--- src/rtl/sn76489_register_decoder.sv ---
// SN76489 PSG write port: decodes latch/data bytes into tone periods, attenuations
// and noise control, and models the READY busy window after each accepted write.
module sn76489_register_decoder #(
  parameter int READY_CYCLES = 32
) (
  input  logic       clk,
  input  logic       reset,
  input  logic       wr_en,
  input  logic [7:0] wr_data,
  output logic       ready,
  output logic [9:0] tone0_n,
  output logic [9:0] tone1_n,
  output logic [9:0] tone2_n,
  output logic [9:0] noise_n,
  output logic [1:0] noise_feed,
  output logic       noise_type,
  output logic       noise_reset,
  output logic [3:0] att0,
  output logic [3:0] att1,
  output logic [3:0] att2,
  output logic [3:0] att3
);

  localparam int CW_RAW = $clog2(READY_CYCLES + 1);
  localparam int CW = (CW_RAW < 1) ? 1 : CW_RAW;
  localparam logic [CW-1:0] BUSY_LOAD = CW'(READY_CYCLES);

  // Handshake: a write is taken on any rising clk where wr_en && ready; ready then
  // drops for READY_CYCLES cycles. Writes presented while ready is low are discarded.
  logic          accept;
  logic [CW-1:0] busy_cnt;

  logic [1:0]    latch_ch;
  logic          latch_vol;
  logic [1:0]    tgt_ch;
  logic          tgt_vol;

  logic [9:0]    tone [3];
  logic [3:0]    att  [4];

  assign ready  = (busy_cnt == '0);
  assign accept = wr_en && ready;

  // Latch bytes name their own target; data bytes reuse the latched one.
  always_comb begin
    tgt_ch  = latch_ch;
    tgt_vol = latch_vol;
    if (wr_data[7]) begin
      tgt_ch  = wr_data[6:5];
      tgt_vol = wr_data[4];
    end
  end

  always_ff @(posedge clk) begin
    if (reset) begin
      busy_cnt    <= '0;
      latch_ch    <= 2'd0;
      latch_vol   <= 1'b0;
      noise_feed  <= 2'd0;
      noise_type  <= 1'b0;
      noise_reset <= 1'b0;
      noise_n     <= 10'h010;
      for (int i = 0; i < 3; i++) tone[i] <= 10'd0;
      for (int i = 0; i < 4; i++) att[i] <= 4'hF;
    end else begin
      noise_reset <= 1'b0;
      // Derived from registered settings, so it lands one cycle after them.
      case (noise_feed)
        2'd0:    noise_n <= 10'h010;
        2'd1:    noise_n <= 10'h020;
        2'd2:    noise_n <= 10'h040;
        default: noise_n <= tone[2];
      endcase

      if (busy_cnt != '0) busy_cnt <= busy_cnt - 1'b1;

      if (accept) begin
        busy_cnt <= BUSY_LOAD;
        if (wr_data[7]) begin
          latch_ch  <= wr_data[6:5];
          latch_vol <= wr_data[4];
        end
        if (tgt_vol) begin
          for (int i = 0; i < 4; i++)
            if (tgt_ch == 2'(i)) att[i] <= wr_data[3:0];
        end else if (tgt_ch == 2'd3) begin
          noise_type  <= wr_data[2];
          noise_feed  <= wr_data[1:0];
          noise_reset <= 1'b1;
        end else begin
          for (int i = 0; i < 3; i++) begin
            if (tgt_ch == 2'(i)) begin
              if (wr_data[7]) tone[i][3:0] <= wr_data[3:0];
              else            tone[i][9:4] <= wr_data[5:0];
            end
          end
        end
      end
    end
  end

  assign tone0_n = tone[0];
  assign tone1_n = tone[1];
  assign tone2_n = tone[2];
  assign att0    = att[0];
  assign att1    = att[1];
  assign att2    = att[2];
  assign att3    = att[3];

endmodule

--- config.mk ---
export PLATFORM = sky130hd
export DESIGN_NAME = sn76489_register_decoder
export DESIGN_NICKNAME = d
export VERILOG_FILES = /design/src/rtl/sn76489_register_decoder.sv
export SDC_FILE = /design/constraint.sdc
export NUM_CORES = 1
export LEC_CHECK = 0
export BUFFER_PORTS_ARGS = -buffer_cell sky130_fd_sc_hd__buf_2
export CAP_MARGIN = 20
export CORE_MARGIN = 4
export CORE_UTILIZATION = 45
export DETAILED_ROUTE_END_ITERATION = 7
export PLACE_DENSITY = 0.71
export SYNTH_ARGS = -nofsm -noshare
export SYNTH_HDL_FRONTEND = slang
export SYNTH_SLANG_ARGS = --single-unit
--- constraint.sdc ---
create_clock -name clk -period 2.9 [get_ports clk]
set_input_delay 0 -clock clk [delete_from_list [all_inputs] [get_ports clk]]
set_output_delay 0 -clock clk [all_outputs]
set_load 0.02 [all_outputs]
==> reports/summary.md, run 1 <==
The flow ran to the end, and the final reports show no timing, DRC or antenna violations. The cell family contributing the most delay on the critical path is simple AND/OR/NAND/NOR gates. After global routing the overflow that remains totals 0. For this run, the post-layout net count is 308. Walking the worst path, the cells encountered are inv_1 -> ha_1 -> nand3b_1 -> nor4_4 -> nand3_1. The die height came out at 85.61 um. The delay contributed by the slowest stage of the critical path was 0.76 ns. The tightest slew margin relative to the limit was 38.00%.

The sequential cells in the finished layout cover a total of 1842 um^2. The row count is 28, and the final setup skew is 0.008353 ns. The synthesized netlist occupies a cell area of 2710 um^2. The number of synthesized register bits is 69, and the max-cap check violation count is 0. The die area is 7328 um^2, and the starting DRC count in detailed routing is 97.

In the synthesized netlist, the number of instances is 209. The tools report the max-slew violation total from the final report as 0. Along the worst hold path, the cell count comes to 3. For the worst flop-to-flop path, the logic depth is 5. Clock tree synthesis inserted a total of 9 buffers.

For this design the static power due to leakage is 0.001377 uW. The kind of start point of the critical path was a register. For this run, the top clock speed supported by timing is 0.4529 GHz. After layout, the worst setup slack is 0.6918 ns.

The logs give 0.35 ns for the worst-skew pair later-pin latency and 16.77% for the total routing usage reported by global routing. Clock tree synthesis found a total of 69 sinks. The post-CTS clock slew at the launch and capture registers of the worst setup and hold paths works out to 0.08 ns. In this run the critical register-to-register path is captured at att[0][3]$_SDFFCE_PN1P_.

VDD sags by at most 0.0004076 V. Core region area: 5886 um^2. Prevailing post-synth register cell: edfxtp_1. In this run the remaining antenna-violating nets after routing total 0.

Yosys attributes the largest share of cell area to edfxtp_1 (51%), dfxtp_1 (17%), nand3_1 (3.5%). In the synthesized netlist the async set-or-reset flop fraction comes to 0%. The average cell area after synthesis came out at 12.97 um^2. The tools report the launching point of the worst reg2reg path as busy_cnt[0]$_SDFFE_PP0P_. When the netlist entered floorplanning its net count stood at 222. Start-to-end type of the worst setup path: reg -> reg. The first detailed-routing pass took 4 iterations. In this run the count of I/O pins placed on the die edge is 72. Number of failing hold endpoints at the final stage: 0. The longest clock path from root to sink contains 2 buffers. Cell with the most instances after synthesis: edfxtp_1.

The fraction of layout cells with a size suffix above 1 was 33.00%; the final routed DRC violation total was 0. After synthesis, the largest area contributor takes up 50.97% of total cell area. The horizontal die dimension works out to 85.61 um. Setup repair after global routing left no endpoint under its margin.

The largest total area in the synthesized netlist belongs to edfxtp_1. The worst setup path is captured at a register. Setup violations remaining at the end of the flow were counted as 0. The number of gates resized after CTS was 0; the initial antenna violation count was 0. Summing over every cut layer, the via total after detailed routing is 1956. Power spread over the standard cell area amounts to 748.5 nW/um^2. On the final layout, the worst hold slack is 0.04847 ns. Synthesis instantiated 40 different standard cells from the library. The global-route wire length before repair was 9432 um; the routed wirelength normalized by instance count was 15.77 um. The initial utilization of the core area, before any placement, comes to 46.05%. The worst path required time is 2.95 ns. The repair_antennas step left the layout with diodes totalling 0.

The slowest stage of the critical path is the nor4_4 cell. The final setup TNS was 0 ns. TritonCTS built the clock tree. The largest fanout on the critical path was 16. For the pin with the worst max-slew slack, the measured transition is 0.9221 ns.

Compared with the post-synthesis result, the final layout area differs by 27.29%. The wire-length estimate of the detail-placed layout is 4118 um. The worst hold path begins at wr_data[7]. The clock period minus final worst setup slack is 2.208 ns, and the number of synthesized flops with an enable pin is 46. For the pin count of the biggest net entering global routing, the log shows 20. Input and output buffers added on the ports amount to 71. In the finished design, the share of the clock period the worst path needs comes to 76.14%. The number of global-route vias before repair is 1917. The sum of buffers and inverters on the critical path works out to 1. Wires add up to 5912 um. Multi-input logic area: 775.7 um^2.

The run gives 0 as the total number of yosys warnings. The tools report the buffer cell driving the clock tree root as clkbuf_8. Sequential cells were found to cover 67.96% of the synthesized design area.

Using the TritonRoute via totals, the vias-per-cell ratio works out to 5.216. Data arrives at the worst endpoint at 2.26 ns. The worst hold path terminates at latch_ch[0]$_SDFFE_PP0N_. Reg-to-reg setup timing slack: 0.69 ns. The tools report the pre-CTS setup slack as 0.7241 ns. After filler insertion, the fill cell instance count of the layout stands at 530.

After synthesis, the most frequently instantiated cells are edfxtp_1 (46), dfxtp_1 (23), nand3_1 (19). CTS built an H-tree with a depth of 3. The design draws 2582 uW.

The final estimated routing congestion in global placement came out at 0.8628. The min-delay analysis places its worst path in the category in -> reg.
[registers in the layout, summed over array words and instances (netlist names)]
name	flops
noise_n	10
latch_vol	1
busy_cnt	6
noise_feed	2
tone	30
latch_ch	2
noise_type	1
att	16
noise_reset	1
[worst reg2reg max path, stage by stage, from the launching register on]
cell and delay [ns]:
dfxtp_1 0.33, inv_1 0.12, ha_1 0.21, nand3b_1 0.33, nor4_4 0.76, nand3_1 0.16
[report_power, final]
part	internal, uW	switching, uW
sequential	1130	50.5
combinational	204	335
clock	487	380
total	1820	765
[layout make-up]
cell class | count | area share, %
clock inverters | 7 | 2.829
flip-flops and latches | 69 | 53.39
clock buffers | 9 | 3.591
repair buffers | 84 | 13.57
multi-input cells | 118 | 22.49
inverters | 13 | 1.415
well taps | 75 | 2.720
[layer usage]
| layer | global-route usage (%) | wire length [um] | vias up |
|---|---|---|---|
| li1 | - | - | 951 |
| met1 | 20.63 | 2500 | 926 |
| met2 | 27.47 | 2896 | 67 |
| met3 | 4.611 | 393 | 12 |
| met4 | 7.770 | 122 | 0 |
| met5 | 0 | 0 | - |
[what timing repair did]
item	4_1_cts	5_1_grt
buffers inserted	0	0
endpoints found under the hold margin	6	0
hold buffers	6	0
[cells by family after synthesis]
logic type / Yosys count / synth area share [%]
buf+inv: 22 / 3.416
mux: 5 / 1.893
flops: 69 / 67.96
simple gates: 80 / 16.67
compound gates: 28 / 8.172
fa+ha+maj: 2 / 0.9232
xor+xnor: 3 / 0.9697
[placed cells by master (no fill, tap or decap), drive strengths merged, types with 2 or more instances in the layout]
cell	instances
nand3b	2
buf	78
nor3	16
dlygate4sd3	6
nor2	4
or4	2
clkbuf	9
o31ai	4
nand2	11
dfxtp	23
ha	2
or3	2
nor3b	2
edfxtp	46
nand4	3
mux2i	4
xnor2	3
and2	7
nor4	6
a21oi	7
nand3	19
inv	14
nor2b	2
a21o	7
a41o	2
bufinv	2
clkinv	3
[through the flow]
step                      std cells  util [%]  cell area, um^2
after floorplan                 209         -             2710
after global placement          353     53.83             3168
after detailed placement        353     53.83             3168
after CTS                       375     58.61             3450
after global routing            375     58.61             3450
final                           375     58.61             3450
[how the worst max path moves through the flow]
| stage | from | end | slack (ns) | cells past startpoint |
|---|---|---|---|---|
| after floorplan | latch_ch[1]$_SDFFE_PP0N_ | tone[2][4]$_DFFE_PP_ | 0.68 | 3 |
| after global placement | busy_cnt[0]$_SDFFE_PP0P_ | att[0][1]$_SDFFCE_PN1P_ | 0.81 | 5 |
| after detailed placement | busy_cnt[0]$_SDFFE_PP0P_ | att[0][3]$_SDFFCE_PN1P_ | 0.72 | 5 |
| after CTS | busy_cnt[0]$_SDFFE_PP0P_ | att[0][3]$_SDFFCE_PN1P_ | 0.69 | 5 |
| after global routing | busy_cnt[0]$_SDFFE_PP0P_ | att[1][3]$_SDFFCE_PN1P_ | 0.48 | 5 |
| final | busy_cnt[0]$_SDFFE_PP0P_ | att[0][3]$_SDFFCE_PN1P_ | 0.69 | 5 |
Power figures use the tool's default switching activity.
==> run 2, diff against run 1 <==
==> constraint.sdc (replaced) <==
create_clock -name clk -period 2.05 [get_ports clk]
set_input_delay 0 -clock clk [delete_from_list [all_inputs] [get_ports clk]]
set_output_delay 0 -clock clk [all_outputs]
set_load 0.02 [all_outputs]
==> run 2 against run 1 <==
  * Die area did not move
  * First-iteration DRC count increased by 43%
  * Worst setup slack worse by 0.56 ns
  * Sequential power increased by 42%
  * Sequential cell count unchanged
  * Cell count up 1.9%
  * Fmax up 15%
  * Largest cell class unchanged
==> reports/summary.md, run 2 (same netlist as run 1, synthesis figures left out) <==
The flow ran to the end, and the final reports show no timing, DRC or antenna violations. The CTS buffer count is 9 (unchanged), and the die height is 85.61 um (unchanged). The register with the most flip-flops in the final layout is tone. Setup repair after global routing left no endpoint under its margin. The routed wirelength normalized by instance count is 15.90 um (+0.87%).

Among all stages on the critical path, the largest delay is contributed by dfxtp_1. The tools report the row count as 28 (unchanged). The HPWL after detailed placement was 4274 um (+3.8%).

Final estimated routing congestion in global placement: 0.8893 (+3.1%). The area growth from synthesis to layout is 29.69%. The max-slew violation total from the final report came out at 0 (unchanged).

The number of buffers inserted by port buffering came out at 71 (unchanged). For the global-route wire length before repair, the log shows 9680 um (+2.6%). The iteration count of the initial detailed-routing pass is 4 (unchanged).

The worst-skew pair later-pin latency came out at 0.34 ns (about the same). The logs give 0 ns (unchanged) for the final setup TNS and 0 (unchanged) for the final setup violation count. The overall power of the completed layout is 3705 uW (+43%). The tools report the max-cap check violation count as 0 (unchanged). The setup path with the least slack is of type reg -> reg. The layer flagged by global routing as most heavily used is met2.

Counting stages on the worst path, the most repeated cell is buf_4. The run gives 0.5220 GHz (+15%) as the top achievable clock speed. The logs give 0.1342 ns (-0.5577 ns) for the final worst slack and 46.05% (unchanged) for the starting density of the core. The library cells used most frequently in the layout, excluding fill and tap cells, are buf_2 (71), edfxtp_1 (46), dfxtp_1 (23), nand3_1 (19), nor3_1 (15). For the core region area, the log shows 5886 um^2 (unchanged). Share of total power consumed by net switching: 29.79% (+0.16 points).

The run gives 1842 um^2 (unchanged) as the register area. The initial antenna violation count came out at 0 (unchanged). Overall via count from detail_route: 2011 (+2.8%).

Final routed DRC violation total: 0 (unchanged). For the number of buffers between clock root and the deepest sink, the log shows 2 (unchanged). For the number of levels in the clock H-tree, the log shows 3 (unchanged). The final net count is 315 (+2.3%). Worst path required time: 2.09 ns (-0.86 ns). The die area was 7328 um^2 (unchanged). The run gives 6075 um (+2.8%) as the total detailed-routing wirelength. Most common library cell in the layout ignoring fill and taps: buf_2. TritonCTS built the clock tree.

The worst setup path is captured at a register. The via-per-instance ratio came out at 5.264 (+0.93%). The worst-case vdd ir drop is 0.0004811 V (+18%), and the horizontal die dimension is 85.61 um (unchanged). The fraction of layout cells with a size suffix above 1 was 35.50% (+2.5 points). The total routing usage reported by global routing is 17.35% (+0.59 points), and the number of global-route vias before repair is 1973 (+2.9%).

Multi-input logic area: 788.3 um^2 (+1.6%). The run gives 139 (+43%) as the starting DRC count in detailed routing. The pre-CTS setup slack came out at 0.08567 ns (-0.6385 ns). The tools report the CTS sink count as 69 (unchanged). The tools report the part of the total power dissipated in the clock network as 33.0% (-0.6 points). The tools report the buffer cell driving the clock tree root as clkbuf_8. The number of flip-flops in the largest register was 30 (unchanged); the internal power summed over all cells was 2602 uW (+43%). The tools report the number of nets with antenna violations after detailed routing as 0 (unchanged). The worst min-delay path category is in -> reg. The run gives 45.0% (-0.6 points) as the sequential group share of total power. The largest registers in the layout are tone: 30 flops, att: 16 flops, noise_n: 10 flops. The logs give 0 (unchanged) for the number of antenna repair diodes and 1.96 ns (-0.30 ns) for the data arrival time of the critical path. STA classifies the critical path startpoint as a register. The number of failing hold endpoints at the final stage is 0 (unchanged), and the post-CTS clock slew at the launch and capture registers of the worst setup and hold paths is 0.07 ns (about the same).

Largest fanout on the critical path: 16 (unchanged). The run gives 0.007520 ns (-0.0008338 ns) as the final setup skew. The pin count of the biggest net entering global routing is 19 (-5.0%).

The met3 capacity usage during global routing came out at 4.995% (+0.38 points). The clock period minus final worst setup slack came out at 1.916 ns (-0.2923 ns). Global route total overflow: 0 (unchanged). The power share of the combinational group was 22.0% (+1.1 points).

The leakage power came out at 0.001414 uW (+2.7%). Walking the worst path, the cells encountered are inv_1 -> ha_1 -> nand3b_1 -> buf_4 -> nor4_4 -> buf_4 -> nand3_1. The routing usage on met1 came out at 21.71% (+1.1 points). The delay contributed by the slowest stage of the critical path works out to 0.33 ns (-0.43 ns).

I/O pin total: 72 (unchanged). The period utilization was 93.46% (+17 points); the final-layout fill cell count was 500 (-5.7%). The power density normalized to cell area was 1054 nW/um^2 (+41%); the worst-margin pin slew was 0.9512 ns (+0.02912 ns). The tightest slew margin relative to the limit is 36.04% (-2.0 points). The tools report the net switching component of the power as 1104 uW (+44%).

The tools report the fraction of met2 tracks used by global routing as 28.11% (+0.64 points).
run 2: layer usage:
metal  up-vias  wire length (um)
li1        968                 -
met1       963              2551
met2        68              3024
met3        12               381
met4         0               117
met5         -                 0
run 2: metrics by stage:
| step | hold WS [ns] | instance area, um^2 | std cells | utilization (%) |
|---|---|---|---|---|
| 6_report | 0.05809 | 3515 | 382 | 59.72 |
| 5_1_grt | 0.07626 | 3515 | 382 | 59.72 |
| 4_1_cts | 0.03551 | 3502 | 381 | 59.50 |
| 3_5_place_dp | 0.2794 | 3221 | 359 | 54.72 |
| 3_3_place_gp | 0.2618 | 3221 | 359 | 54.72 |
| 2_1_floorplan | 0.1422 | 2718 | 209 | - |
run 2: area by class of cell:
class / instances / area share, %
clock inverters: 7 / 2.777
flip-flops and latches: 69 / 52.40
inverters: 13 / 1.388
well taps: 75 / 2.670
repair buffers: 91 / 14.81
multi-input cells: 118 / 22.43
clock buffers: 9 / 3.524
run 2: worst max-delay path: cells and delay by family, from the launching register on:
kind | cells | cell delay [ns]
buf+inv | 3 | 0.56
fa+ha+maj | 1 | 0.22
flops | 1 | 0.33
simple gates | 3 | 0.49
run 2: worst paths after layout:
kind	slack [ns]	startpoint	cells after the start	endpoint
worst max-delay path	0.13	busy_cnt[0]$_SDFFE_PP0P_	7	att[0][2]$_SDFFCE_PN1P_
worst min-delay path	0.06	wr_data[3]	3	att[0][3]$_SDFFCE_PN1P_
worst max register to register	0.13	busy_cnt[0]$_SDFFE_PP0P_	7	att[0][2]$_SDFFCE_PN1P_
worst min register to register	0.47	tone[2][0]$_DFFE_PP_	1	noise_n[0]$_SDFF_PP0_
run 2: power by group through the flow:
stage | clock, uW | combinational (uW) | sequential [uW]
4_1_cts | 1250 | 796 | 1670
6_report | 1220 | 815 | 1670
3_3_place_gp | 0 | 765 | 1690
3_5_place_dp | 0 | 783 | 1700
2_1_floorplan | 0 | 516 | 1750
5_1_grt | 1300 | 903 | 1680
run 2: timing repair:
item,CTS,global route
setup endpoints to repair,0,21
hold buffers,6,0
resized for setup,0,1
endpoints found under the hold margin,6,0
buffers inserted,0,1
==> run 3, diff against run 2 <==
--- a/config.mk
+++ b/config.mk
@@ -9,8 +9,10 @@
 export CAP_MARGIN = 20
 export CORE_MARGIN = 4
 export CORE_UTILIZATION = 45
+export CTS_BUF_LIST = sky130_fd_sc_hd__clkbuf_2 sky130_fd_sc_hd__clkbuf_4 sky130_fd_sc_hd__clkbuf_8
 export DETAILED_ROUTE_END_ITERATION = 7
 export PLACE_DENSITY = 0.71
+export SKIP_CTS_REPAIR_TIMING = 1
 export SYNTH_ARGS = -nofsm -noshare
 export SYNTH_HDL_FRONTEND = slang
 export SYNTH_SLANG_ARGS = --single-unit
==> run 3 against run 2 <==
  * Clock-buffer cell count stayed put
  * Sequential power hardly changed
  * Fmax is 0.79% lower
  * Worst setup slack worse by 0.015 ns
  * Non-clock buffer count is 2 lower
  * Clock power hardly changed
  * Sequential cell count stayed put
  * Via count is 0.90% lower
==> reports/summary.md, run 3 (same netlist as run 1, synthesis figures left out) <==
The overall power of the completed layout came out at 3705 uW (about the same). The delay contributed by the slowest stage of the critical path is 0.85 ns (+0.52 ns), and the core region area is 5886 um^2 (unchanged). The tools report the final setup skew as 0.007144 ns (-0.0003751 ns). The tightest slew margin relative to the limit is 29.05% (-7.0 points), and the register area is 1842 um^2 (unchanged). The routed wirelength normalized by instance count was 16.06 um (+0.97%); the I/O pin total was 72 (unchanged).

The final routed DRC violation total is 0 (unchanged), and the CTS sink count is 69 (unchanged). Period utilization: 94.20% (+0.75 points). The finished layout cell area was 3495 um^2 (-0.57%). The pin count of the biggest net entering global routing is 19 (unchanged), and the worst reg-to-reg path cell count is 7 (unchanged). The final estimated routing congestion in global placement was 0.8893 (unchanged); the global-route wire length before repair was 9597 um (-0.86%). The final net count was 313 (-0.63%).

For the top achievable clock speed, the log shows 0.5178 GHz (-0.79%). Number of buffers inserted by port buffering: 71 (unchanged). The top cell types in the final layout, fill and taps aside, are buf_2 (71), edfxtp_1 (46), dfxtp_1 (23), nand3_1 (19), nor3_1 (15). The overall via count from detail_route was 1993 (-0.90%); the number of flip-flops in the largest register was 30 (unchanged). The starting density of the core was 46.05% (unchanged). Number of cells on the worst hold path: 3 (unchanged). TritonCTS built the clock tree.

In this run the most critical hold path is launched from wr_en. In this run the clock root is driven by a clkbuf_8. The iteration count of the initial detailed-routing pass was 4 (unchanged); the core utilization of the finished layout was 59.38% (-0.34 points). The area growth from synthesis to layout is 28.95%. The worst reg2reg path endpoint was att[0][2]$_SDFFCE_PN1P_. For hold timing, the worst endpoint is busy_cnt[1]$_SDFFE_PP0P_. The run gives 0 (unchanged) as the final setup violation count. The initial antenna violation count is 0 (unchanged), and the final-layout fill cell count is 507 (+1.4%).

The max-slew violation total from the final report came out at 0 (unchanged). Row count: 28 (unchanged). The cell family contributing the most delay on the critical path is compound AO/OA/AOI/OAI gates. The sum of buffers and inverters on the critical path was 2 (-1). The number of antenna repair diodes came out at 0 (unchanged). The number of global-route vias before repair is 1950 (-1.2%). The reg-to-reg setup timing slack was 0.13 ns (about the same); the placed standard-cell area was 3221 um^2 (unchanged). Number of nets with antenna violations after detailed routing: 0 (unchanged). The startpoint identified for the worst register-to-register timing path is busy_cnt[0]$_SDFFE_PP0P_. The tools report the number of levels in the clock H-tree as 3 (unchanged). For the global route total overflow, the log shows 0 (unchanged). The run finished with clean final reports. The worst min-delay path category was in -> reg. The max-cap check violation count came out at 0 (unchanged).

The worst-margin pin slew is 1.055 ns (+0.1041 ns), and the total detailed-routing wirelength is 6102 um (+0.44%). The die height came out at 85.61 um (unchanged). The number of cells on the critical path was 4 (-3); the data arrival time of the critical path was 1.97 ns (about the same). The logs give 0.34 ns (about the same) for the worst-skew pair later-pin latency and 0.001406 uW (-0.59%) for the leakage power.

The logs give 0.0004808 V (about the same) for the worst-case vdd ir drop and 2.09 ns (about the same) for the worst path required time. The signal on the critical path passes through dlygate4sd3_1 -> buf_2 -> o31ai_1 -> a31o_2. The horizontal die dimension was 85.61 um (unchanged); the number of failing hold endpoints at the final stage was 0 (unchanged). The fraction of layout cells with a size suffix above 1 is 35.74% (+0.23 points), and the post-CTS clock slew at the launch and capture registers of the worst setup and hold paths is 0.08 ns (about the same). Critical-path cell with the highest stage delay: o31ai_1.

The clock period minus final worst setup slack is 1.931 ns (+0.01533 ns), and the die area is 7328 um^2 (unchanged). Setup repair after global routing left no endpoint under its margin. STA classifies the critical path endpoint as a register. The register with the most flip-flops in the final layout is tone. The HPWL after detailed placement was 4274 um (unchanged). The tools report the kind of start point of the critical path as an input port.

The number of buffers between clock root and the deepest sink is 2 (unchanged), and the largest fanout on the critical path is 7 (-9). In the final layout, the registers with the most flip-flops are tone: 30 flops, att: 16 flops, noise_n: 10 flops. The multi-input logic area came out at 788.3 um^2 (unchanged). The most common library cell in the layout ignoring fill and taps was buf_2. The critical path is of the in -> reg type.

CTS buffer count: 9 (unchanged). The power density normalized to cell area works out to 1060 nW/um^2 (+0.55%). The final setup TNS came out at 0 ns (unchanged).

The starting DRC count in detailed routing was 129 (-7.2%). Total routing usage reported by global routing: 17.25% (-0.10 points). The via-per-instance ratio works out to 5.245 (-0.37%).
-- run 3: cell types whose count changed in the layout (fill, tap and decap cells not counted), sizes merged --
| cell | delta |
|---|---|
| dlygate4sd3 | -2 |
-- run 3: layout make-up --
| cell class | count | area share, % |
|---|---|---|
| tap | 75 | 2.685 |
| clock buffer | 9 | 3.545 |
| sequential | 69 | 52.70 |
| inverter | 13 | 1.396 |
| multi-input combinational | 118 | 22.56 |
| clock inverter | 7 | 2.793 |
| timing repair buffer | 89 | 14.32 |
-- run 3: how the worst max path moves through the flow --
stage | start | end | slack (ns)
3_5_place_dp | busy_cnt[0]$_SDFFE_PP0P_ | tone[1][7]$_DFFE_PP_ | 0.09
5_1_grt | busy_cnt[0]$_SDFFE_PP0P_ | att[0][2]$_SDFFCE_PN1P_ | 0.01
2_1_floorplan | latch_ch[1]$_SDFFE_PP0N_ | tone[2][4]$_DFFE_PP_ | 0.1
4_1_cts | busy_cnt[0]$_SDFFE_PP0P_ | tone[1][5]$_DFFE_PP_ | 0.07
6_report | wr_data[6] | tone[0][8]$_DFFE_PP_ | 0.12
3_3_place_gp | busy_cnt[0]$_SDFFE_PP0P_ | tone[1][6]$_DFFE_PP_ | 0.20
-- run 3: metrics by stage --
step | setup slack, ns | std cells | hold slack (ns)
4_1_cts | 0.06521 | 375 | -0.09253
3_3_place_gp | 0.2030 | 359 | 0.2618
6_report | 0.1188 | 380 | 0.001711
5_1_grt | 0.009605 | 380 | 0.02252
2_1_floorplan | 0.09517 | 209 | 0.1422
3_5_place_dp | 0.08567 | 359 | 0.2794
-- run 3: routing by layer --
layer  vias to the layer above  global-route usage (%)  wire length [um]
met5                         -                       0                 0
met4                         0                   7.482                96
met3                         8                   4.995               393
met2                        68                   27.90              3041
met1                       955                   21.59              2571
li1                        962                       -                 -
-- run 3: worst register-to-register path, stage by stage, from the launching register on --
cell	delay [ns]
dfxtp_1	0.33
inv_1	0.12
ha_1	0.22
nand3b_1	0.20
buf_4	0.21
nor4_4	0.19
buf_4	0.24
nand3_1	0.12
-- run 3: report_power, final --
part / total [uW] / switching, uW / internal, uW / leakage (uW)
clock: 1220 / 536 / 688 / 0.000106
sequential: 1670 / 74.8 / 1590 / 0.000606
combinational: 812 / 495 / 318 / 0.000694
